<file path="src/rtl/vmem_scan_pkg.sv">
// Shared widths, default raster timing and helpers for the video memory scan reader.
package vmem_scan_pkg;

    localparam int ADDR_W = 15;
    localparam int DATA_W = 8;

    localparam int DEF_H_ACTIVE = 160;
    localparam int DEF_H_FP     = 4;
    localparam int DEF_H_SYNC   = 12;
    localparam int DEF_H_BP     = 8;
    localparam int DEF_V_ACTIVE = 120;
    localparam int DEF_V_FP     = 2;
    localparam int DEF_V_SYNC   = 2;
    localparam int DEF_V_BP     = 4;

    localparam bit                DEF_SYNC_POL  = 1'b0;
    localparam logic [ADDR_W-1:0] DEF_BASE_ADDR = 15'd0;

    // Per-position decode carried down the pipeline; sync bits are active-high here.
    typedef struct packed {
        logic active;
        logic hsync;
        logic vsync;
        logic first;
    } scan_flags_t;

    function automatic int scan_total(input int act, input int fp, input int sync, input int bp);
        return act + fp + sync + bp;
    endfunction

    function automatic int cnt_width(input int total);
        return (total <= 2) ? 1 : $clog2(total);
    endfunction

endpackage

</file>
<file path="src/rtl/vmem_scan_reader_if.sv">
// Combinational read port between the scan reader (master) and the video memory (slave).
interface vmem_scan_reader_if;
    import vmem_scan_pkg::*;

    logic [ADDR_W-1:0] mem_addr;
    logic [DATA_W-1:0] mem_data;

    modport master (output mem_addr, input  mem_data);
    modport slave  (input  mem_addr, output mem_data);
endinterface

</file>
<file path="src/rtl/vmem_scan_timing.sv">
// Horizontal/vertical raster counters with active, sync and first-pixel decode.
// Latency: decode is combinational from the counters (stage 0).
// Backpressure: none; counters advance only on pix_en and park at origin while enable is low.
module vmem_scan_timing import vmem_scan_pkg::*; #(
    parameter int H_ACTIVE = DEF_H_ACTIVE,
    parameter int H_FP     = DEF_H_FP,
    parameter int H_SYNC   = DEF_H_SYNC,
    parameter int H_BP     = DEF_H_BP,
    parameter int V_ACTIVE = DEF_V_ACTIVE,
    parameter int V_FP     = DEF_V_FP,
    parameter int V_SYNC   = DEF_V_SYNC,
    parameter int V_BP     = DEF_V_BP
) (
    input  logic        clk,
    input  logic        reset,
    input  logic        enable,
    input  logic        pix_en,
    output scan_flags_t flags,
    output logic        eof
);

    localparam int H_TOTAL = scan_total(H_ACTIVE, H_FP, H_SYNC, H_BP);
    localparam int V_TOTAL = scan_total(V_ACTIVE, V_FP, V_SYNC, V_BP);
    localparam int HW      = cnt_width(H_TOTAL);
    localparam int VW      = cnt_width(V_TOTAL);

    logic [HW-1:0] h_cnt;
    logic [VW-1:0] v_cnt;
    logic [31:0]   h32;
    logic [31:0]   v32;
    logic          h_last;
    logic          v_last;

    assign h32    = 32'(h_cnt);
    assign v32    = 32'(v_cnt);
    assign h_last = (h32 == 32'(H_TOTAL - 1));
    assign v_last = (v32 == 32'(V_TOTAL - 1));
    assign eof    = h_last && v_last;

    always_ff @(posedge clk or negedge reset) begin
        if (!reset) begin
            h_cnt <= '0;
            v_cnt <= '0;
        end else if (pix_en) begin
            if (!enable) begin
                h_cnt <= '0;
                v_cnt <= '0;
            end else if (h_last) begin
                h_cnt <= '0;
                v_cnt <= v_last ? '0 : v_cnt + VW'(1);
            end else begin
                h_cnt <= h_cnt + HW'(1);
            end
        end
    end

    always_comb begin
        flags        = '0;
        flags.active = (h32 < 32'(H_ACTIVE)) && (v32 < 32'(V_ACTIVE));
        flags.hsync  = (h32 >= 32'(H_ACTIVE + H_FP)) && (h32 < 32'(H_ACTIVE + H_FP + H_SYNC));
        flags.vsync  = (v32 >= 32'(V_ACTIVE + V_FP)) && (v32 < 32'(V_ACTIVE + V_FP + V_SYNC));
        flags.first  = (h32 == 32'd0) && (v32 == 32'd0);
    end

endmodule

</file>
<file path="src/rtl/vmem_scan_reader.sv">
// Raster scan reader: fetches one byte per active pixel and emits aligned pixel/de/hsync/vsync.
// Latency: 2 pix_en ticks from counter position to outputs; frame_start is a single-clk pulse.
// Backpressure: none; pix_en gates every register, so mem_addr and outputs hold while it is low.
module vmem_scan_reader import vmem_scan_pkg::*; #(
    parameter int                H_ACTIVE  = DEF_H_ACTIVE,
    parameter int                H_FP      = DEF_H_FP,
    parameter int                H_SYNC    = DEF_H_SYNC,
    parameter int                H_BP      = DEF_H_BP,
    parameter int                V_ACTIVE  = DEF_V_ACTIVE,
    parameter int                V_FP      = DEF_V_FP,
    parameter int                V_SYNC    = DEF_V_SYNC,
    parameter int                V_BP      = DEF_V_BP,
    parameter bit                SYNC_POL  = DEF_SYNC_POL,
    parameter logic [ADDR_W-1:0] BASE_ADDR = DEF_BASE_ADDR
) (
    input  logic               clk,
    input  logic               reset,
    input  logic               enable,
    input  logic               pix_en,
    vmem_scan_reader_if.master mem,
    output logic               hsync,
    output logic               vsync,
    output logic               de,
    output logic [DATA_W-1:0]  pixel,
    output logic               frame_start
);

    scan_flags_t       st0;
    scan_flags_t       st1;
    logic              eof;
    logic [ADDR_W-1:0] addr_q;
    logic              de_q;
    logic              hs_q;
    logic              vs_q;

    vmem_scan_timing #(
        .H_ACTIVE (H_ACTIVE),
        .H_FP     (H_FP),
        .H_SYNC   (H_SYNC),
        .H_BP     (H_BP),
        .V_ACTIVE (V_ACTIVE),
        .V_FP     (V_FP),
        .V_SYNC   (V_SYNC),
        .V_BP     (V_BP)
    ) u_timing (
        .clk    (clk),
        .reset  (reset),
        .enable (enable),
        .pix_en (pix_en),
        .flags  (st0),
        .eof    (eof)
    );

    // Disabling clears stage 1 so the origin decode seen while parked never leaks out.
    always_ff @(posedge clk or negedge reset) begin
        if (!reset) begin
            st1 <= '0;
        end else if (pix_en) begin
            st1 <= enable ? st0 : '0;
        end
    end

    // mem_addr belongs to the pixel in stage 1; it steps as that pixel is consumed.
    always_ff @(posedge clk or negedge reset) begin
        if (!reset) begin
            addr_q <= BASE_ADDR;
        end else if (pix_en) begin
            if (!enable || eof) begin
                addr_q <= BASE_ADDR;
            end else if (st1.active) begin
                addr_q <= addr_q + ADDR_W'(1);
            end
        end
    end

    assign mem.mem_addr = addr_q;

    always_ff @(posedge clk or negedge reset) begin
        if (!reset) begin
            de_q  <= 1'b0;
            hs_q  <= 1'b0;
            vs_q  <= 1'b0;
            pixel <= '0;
        end else if (pix_en) begin
            de_q  <= st1.active;
            hs_q  <= st1.hsync;
            vs_q  <= st1.vsync;
            pixel <= st1.active ? mem.mem_data : '0;
        end
    end

    // Not gated by pix_en so the pulse lasts one clk even with a slow pixel tick.
    always_ff @(posedge clk or negedge reset) begin
        if (!reset) begin
            frame_start <= 1'b0;
        end else begin
            frame_start <= pix_en && st1.first;
        end
    end

    assign de    = de_q;
    assign hsync = SYNC_POL ? hs_q : ~hs_q;
    assign vsync = SYNC_POL ? vs_q : ~vs_q;

endmodule

</file>
<file path="src/flat_wrapper.sv">
// flat-port wrapper written by rule: the top's interface ports become plain ports
module vmem_scan_reader_flat import vmem_scan_pkg::*;
#(
    parameter int                H_ACTIVE  = DEF_H_ACTIVE,
    parameter int                H_FP      = DEF_H_FP,
    parameter int                H_SYNC    = DEF_H_SYNC,
    parameter int                H_BP      = DEF_H_BP,
    parameter int                V_ACTIVE  = DEF_V_ACTIVE,
    parameter int                V_FP      = DEF_V_FP,
    parameter int                V_SYNC    = DEF_V_SYNC,
    parameter int                V_BP      = DEF_V_BP,
    parameter bit                SYNC_POL  = DEF_SYNC_POL,
    parameter logic [ADDR_W-1:0] BASE_ADDR = DEF_BASE_ADDR
)
  (clk, reset, enable, pix_en, hsync, vsync, de, pixel, frame_start, mem_mem_addr, mem_mem_data);
  vmem_scan_reader_if mem_i ();
  input  logic clk;
  input  logic reset;
  input  logic enable;
  input  logic pix_en;
  output logic hsync;
  output logic vsync;
  output logic de;
  output logic [DATA_W-1:0] pixel;
  output logic frame_start;
  output wire logic [$bits(mem_i.mem_addr)-1:0] mem_mem_addr;
  input wire logic [$bits(mem_i.mem_data)-1:0] mem_mem_data;
  assign mem_mem_addr = mem_i.mem_addr;
  assign mem_i.mem_data = mem_mem_data;
  vmem_scan_reader #(.H_ACTIVE(H_ACTIVE), .H_FP(H_FP), .H_SYNC(H_SYNC), .H_BP(H_BP), .V_ACTIVE(V_ACTIVE), .V_FP(V_FP), .V_SYNC(V_SYNC), .V_BP(V_BP), .SYNC_POL(SYNC_POL), .BASE_ADDR(BASE_ADDR)) u_core (.clk(clk), .reset(reset), .enable(enable), .pix_en(pix_en), .mem(mem_i), .hsync(hsync), .vsync(vsync), .de(de), .pixel(pixel), .frame_start(frame_start));
endmodule
</file>
<file path="config.mk">
export PLATFORM = sky130hd
export DESIGN_NAME = vmem_scan_reader_flat
export DESIGN_NICKNAME = d
export VERILOG_FILES = /design/src/rtl/vmem_scan_pkg.sv /design/src/rtl/vmem_scan_reader_if.sv /design/src/rtl/vmem_scan_timing.sv /design/src/rtl/vmem_scan_reader.sv /design/src/flat_wrapper.sv
export SDC_FILE = /design/constraint.sdc
export NUM_CORES = 1
export LEC_CHECK = 0
export ABC_AREA = 1
export CAP_MARGIN = 20
export CORE_MARGIN = 8
export CORE_UTILIZATION = 50
export CTS_CLUSTER_SIZE = 8
export DETAILED_ROUTE_END_ITERATION = 16
export PLACE_DENSITY = 0.77
export SYNTH_ARGS = -nofsm -noshare
export SYNTH_HDL_FRONTEND = slang
export SYNTH_HIERARCHICAL = 1
export SYNTH_SLANG_ARGS = --single-unit
</file>
<file path="constraint.sdc">
create_clock -name clk -period 2.1 [get_ports clk]
set_input_delay 0.42 -clock clk [delete_from_list [all_inputs] [get_ports clk]]
set_output_delay 0.42 -clock clk [all_outputs]
set_load 0.1 [all_outputs]
</file>
==> out/results.ini <==
[synth]
yosysWarnings = 6
synth-adder-area-share_pct = 2.58
synth_top_family_by_area = simple AND/OR/NAND/NOR gates
synth.distinct_cells = 25
ys.flop_type = dfrtp_1
synth_edf_count = 0
synth-seq-area-share_pct = 47.5
synth-simple-area-share_pct = 31.2
synthArstFlopShare_pct = 100
synth_xor_area_share_pct = 0.724
synth_seq_cells = 46
syn_nets = 325
synthMuxAreaShare_pct = 0
synthCells = 308
syn_area_um2 = 2420
synth_compound_area_share_pct = 10.1
syn_avg_cell_area_um2 = 7.86

[clock_tree]
cts_buffers = 5
clockBufferDepth = 2
cts_root_buf = clkbuf_8
insertion_delay_ns = 0.31
cts_sinks = 46
cts_tree = done
htreeDepth = 2
cts_setup_buffers = 0
path_clk_slew_ns = 0.10

[pwr]
pwr_density_cell_nw_per_um2 = 729
peakVddDrop_uv = 492
leakagePower_nw = 1.47

[timing]
setup_viol = 0
relSlewSlack_pct = 62.2
timing.final.crit_share_pct = 87.7
fmax_mhz = 543
slew_viol_final = 0
worst_pin_slew_ns = 0.567
hold_viol_final = 0
layout_setup_ws_ns = 0.259
fin_setup_tns_ns = 0
clock_skew_ns = 0.0139
period_needed_ns = 1.84
rsz0062_at_grt = no

[placed_design]
dp_cells = 401
pre_cts_ws_ns = 0.180
gp_congestion = 0.830
place_hpwl_mm = 3.95
portBuffers = 38

[job]
drv_cap = 0

[detailed_routing]
wl_mm = 5.27
drt-vias-per-instance = 5.24
wl_met3_um = 342
first_pass_iters = 4
wl_met1_mm = 2.48
num_vias = 2145
ant_nets = 0
dr_wl_met2_mm = 2.36
post-route-drc-count = 0
drtIter0Drc = 119
route.detailed.wl_per_inst_um = 12.9
routed.top_layer = met4

[layout]
area_growth_pct = 21.9
finish.utilization_pct = 62.9
nets = 371
diodes = 0
drive_above_1_share_pct = 16.6
stdcell_count = 409

[worst_setup_path]
rrSetupSlack_ns = 0.26
r2r_start = u_core/u_timing/v_cnt[0]
path_class = flip-flop to flip-flop
path_max_fanout = 7
cp-start-kind = flip-flop
cp-end-kind = flip-flop
required_ns = 2.29
r2r_cells = 12
cp_slowest_stage_delay_ns = 0.39
path_cells = ha_1 -> nand2_1 -> nor2_1 -> nand2_1 -> nor2_1 -> inv_1 -> nand3_1 -> nand2_2 -> nor2_4 -> nand3_1 -> nand2_1 -> nor2_1
crit_slowest_cell = dfrtp_1
r2r_end = u_core/mem.mem_addr[14]
arrival_ns = 2.03

[status]
status = finished clean

[grt]
antenna_found_initial = 0
grt_overflow = 0
grt_max_degree = 47
grt_usage_pct = 15.6
grt_pass1_wl_mm = 9.41
grt_pass1_vias = 2049

[floorplanning]
die-area_um2 = 7320
pin_count = 39
initial_core_util_pct = 51.6
rows = 25
core_area_um2 = 4690
die_x_um = 85.6
die_y_um = 85.6

[hold_path]
hp-class = input pin to async pin

[state kept, by name, indices dropped and copies added, names as in the netlist]
name / flops
u_core/u_timing/h_cnt: 8
u_core/vs_q: 1
u_core/frame_start: 1
u_core/hs_q: 1
u_core/st1: 4
u_core/de: 1
u_core/u_timing/v_cnt: 7
u_core/pixel: 8
u_core/mem.mem_addr: 15
[report_power, final]
| group | total, mW | switching (mW) | internal [mW] |
|---|---|---|---|
| sequential | 0.963 | 0.0353 | 0.928 |
| clock | 0.794 | 0.317 | 0.477 |
| combinational | 0.393 | 0.290 | 0.104 |
[cell type report]
class                   instances  area (um2)
clock buffers                   5        68.8
fillers                       420        1740
multi-input cells             215        1080
clock inverters                 3        68.8
well taps                      54        67.6
repair buffers                 44         353
flip-flops and latches         46        1150
inverters                      42         158
[per-stage QoR]
| step | total power [mW] | hold slack (ns) | instance area, um2 |
|---|---|---|---|
| floorplan | 1.26 | 0.124 | 2420 |
| global placement | 1.37 | 0.454 | 2810 |
| detailed placement | 1.38 | 0.452 | 2810 |
| CTS | 2.17 | 0.210 | 2950 |
| global route | 2.23 | 0.246 | 2950 |
| finish | 2.15 | 0.188 | 2950 |
[per-layer routing]
metal / GRT usage (%) / vias up
met3: 5.16 / 9
met2: 24.2 / 57
li1: - / 1084
met1: 19.7 / 995
met4: 5.57 / 0
met5: 0 / -
[worst max path at each step]
| stage | startpoint | to | slack (ns) | depth (start not counted) |
|---|---|---|---|---|
| CTS | u_core/u_timing/v_cnt[0] | u_core/mem.mem_addr[14] | 0.16 | 12 |
| finish | u_core/u_timing/v_cnt[0] | u_core/mem.mem_addr[14] | 0.26 | 12 |
| detailed placement | pix_en | u_core/mem.mem_addr[12] | 0.18 | 6 |
| global route | u_core/u_timing/v_cnt[0] | u_core/mem.mem_addr[9] | 0.05 | 12 |
| floorplan | u_core/mem.mem_addr[1] | u_core/mem.mem_addr[12] | 0.07 | 8 |
| global placement | pix_en | u_core/u_timing/h_cnt[3] | 0.20 | 5 |
[critical path: cells and delay by family, from the launching register on]
| kind | cells | cell delay, ns |
|---|---|---|
| buf+inv | 1 | 0.05 |
| flops | 1 | 0.39 |
| simple gates | 10 | 1.10 |
| fa+ha+maj | 1 | 0.19 |
[logic make-up after synthesis]
family          after synthesis
compound gates               38
xor+xnor                      2
fa+ha+maj                     5
buf+inv                      47
flops                        46
simple gates                170
[cell usage in the layout (no fill, tap or decap), types with 6 or more instances in the layout]
| cell | netlist | layout |
|---|---|---|
| nand2_1 | 80 | 79 |
| nand4_1 | 6 | 6 |
| a22o_1 | 8 | 8 |
| inv_1 | 42 | 42 |
| o21ai_0 | 14 | 14 |
| nor2_1 | 36 | 36 |
| a21oi_1 | 7 | 7 |
| nor3_1 | 6 | 6 |
| clkdlybuf4s50_1 | 0 | 10 |
| dfrtp_1 | 46 | 46 |
| nand2_2 | 5 | 6 |
| nand3_1 | 29 | 29 |
| buf_4 | 1 | 33 |
[cells in the mapped netlist (2+ instances only)]
cell type,n,area [um2]
nand2_1,80,300
nor2_1,36,135
inv_1,42,158
nand4_1,6,37.5
a21oi_1,7,35.0
nor3b_1,2,15.0
o21ai_2,5,43.8
xor2_1,2,17.5
nor3_1,6,30.0
o21ai_1,2,10.0
clkbuf_1,2,7.51
ha_1,5,62.6
a22o_1,8,70.1
nand3_1,29,145
nor2_4,4,45.0
dfrtp_1,46,1150
nand2_2,5,31.3
o21ai_0,14,70.1
[repair_timing]
| item | 4_1_cts | 5_1_grt |
|---|---|---|
| setup endpoints to repair | 0 | 3 |
| gates resized for setup | 0 | 1 |
| hold buffers | 0 | 0 |
Note: power is estimated with default switching activity, not from simulation.
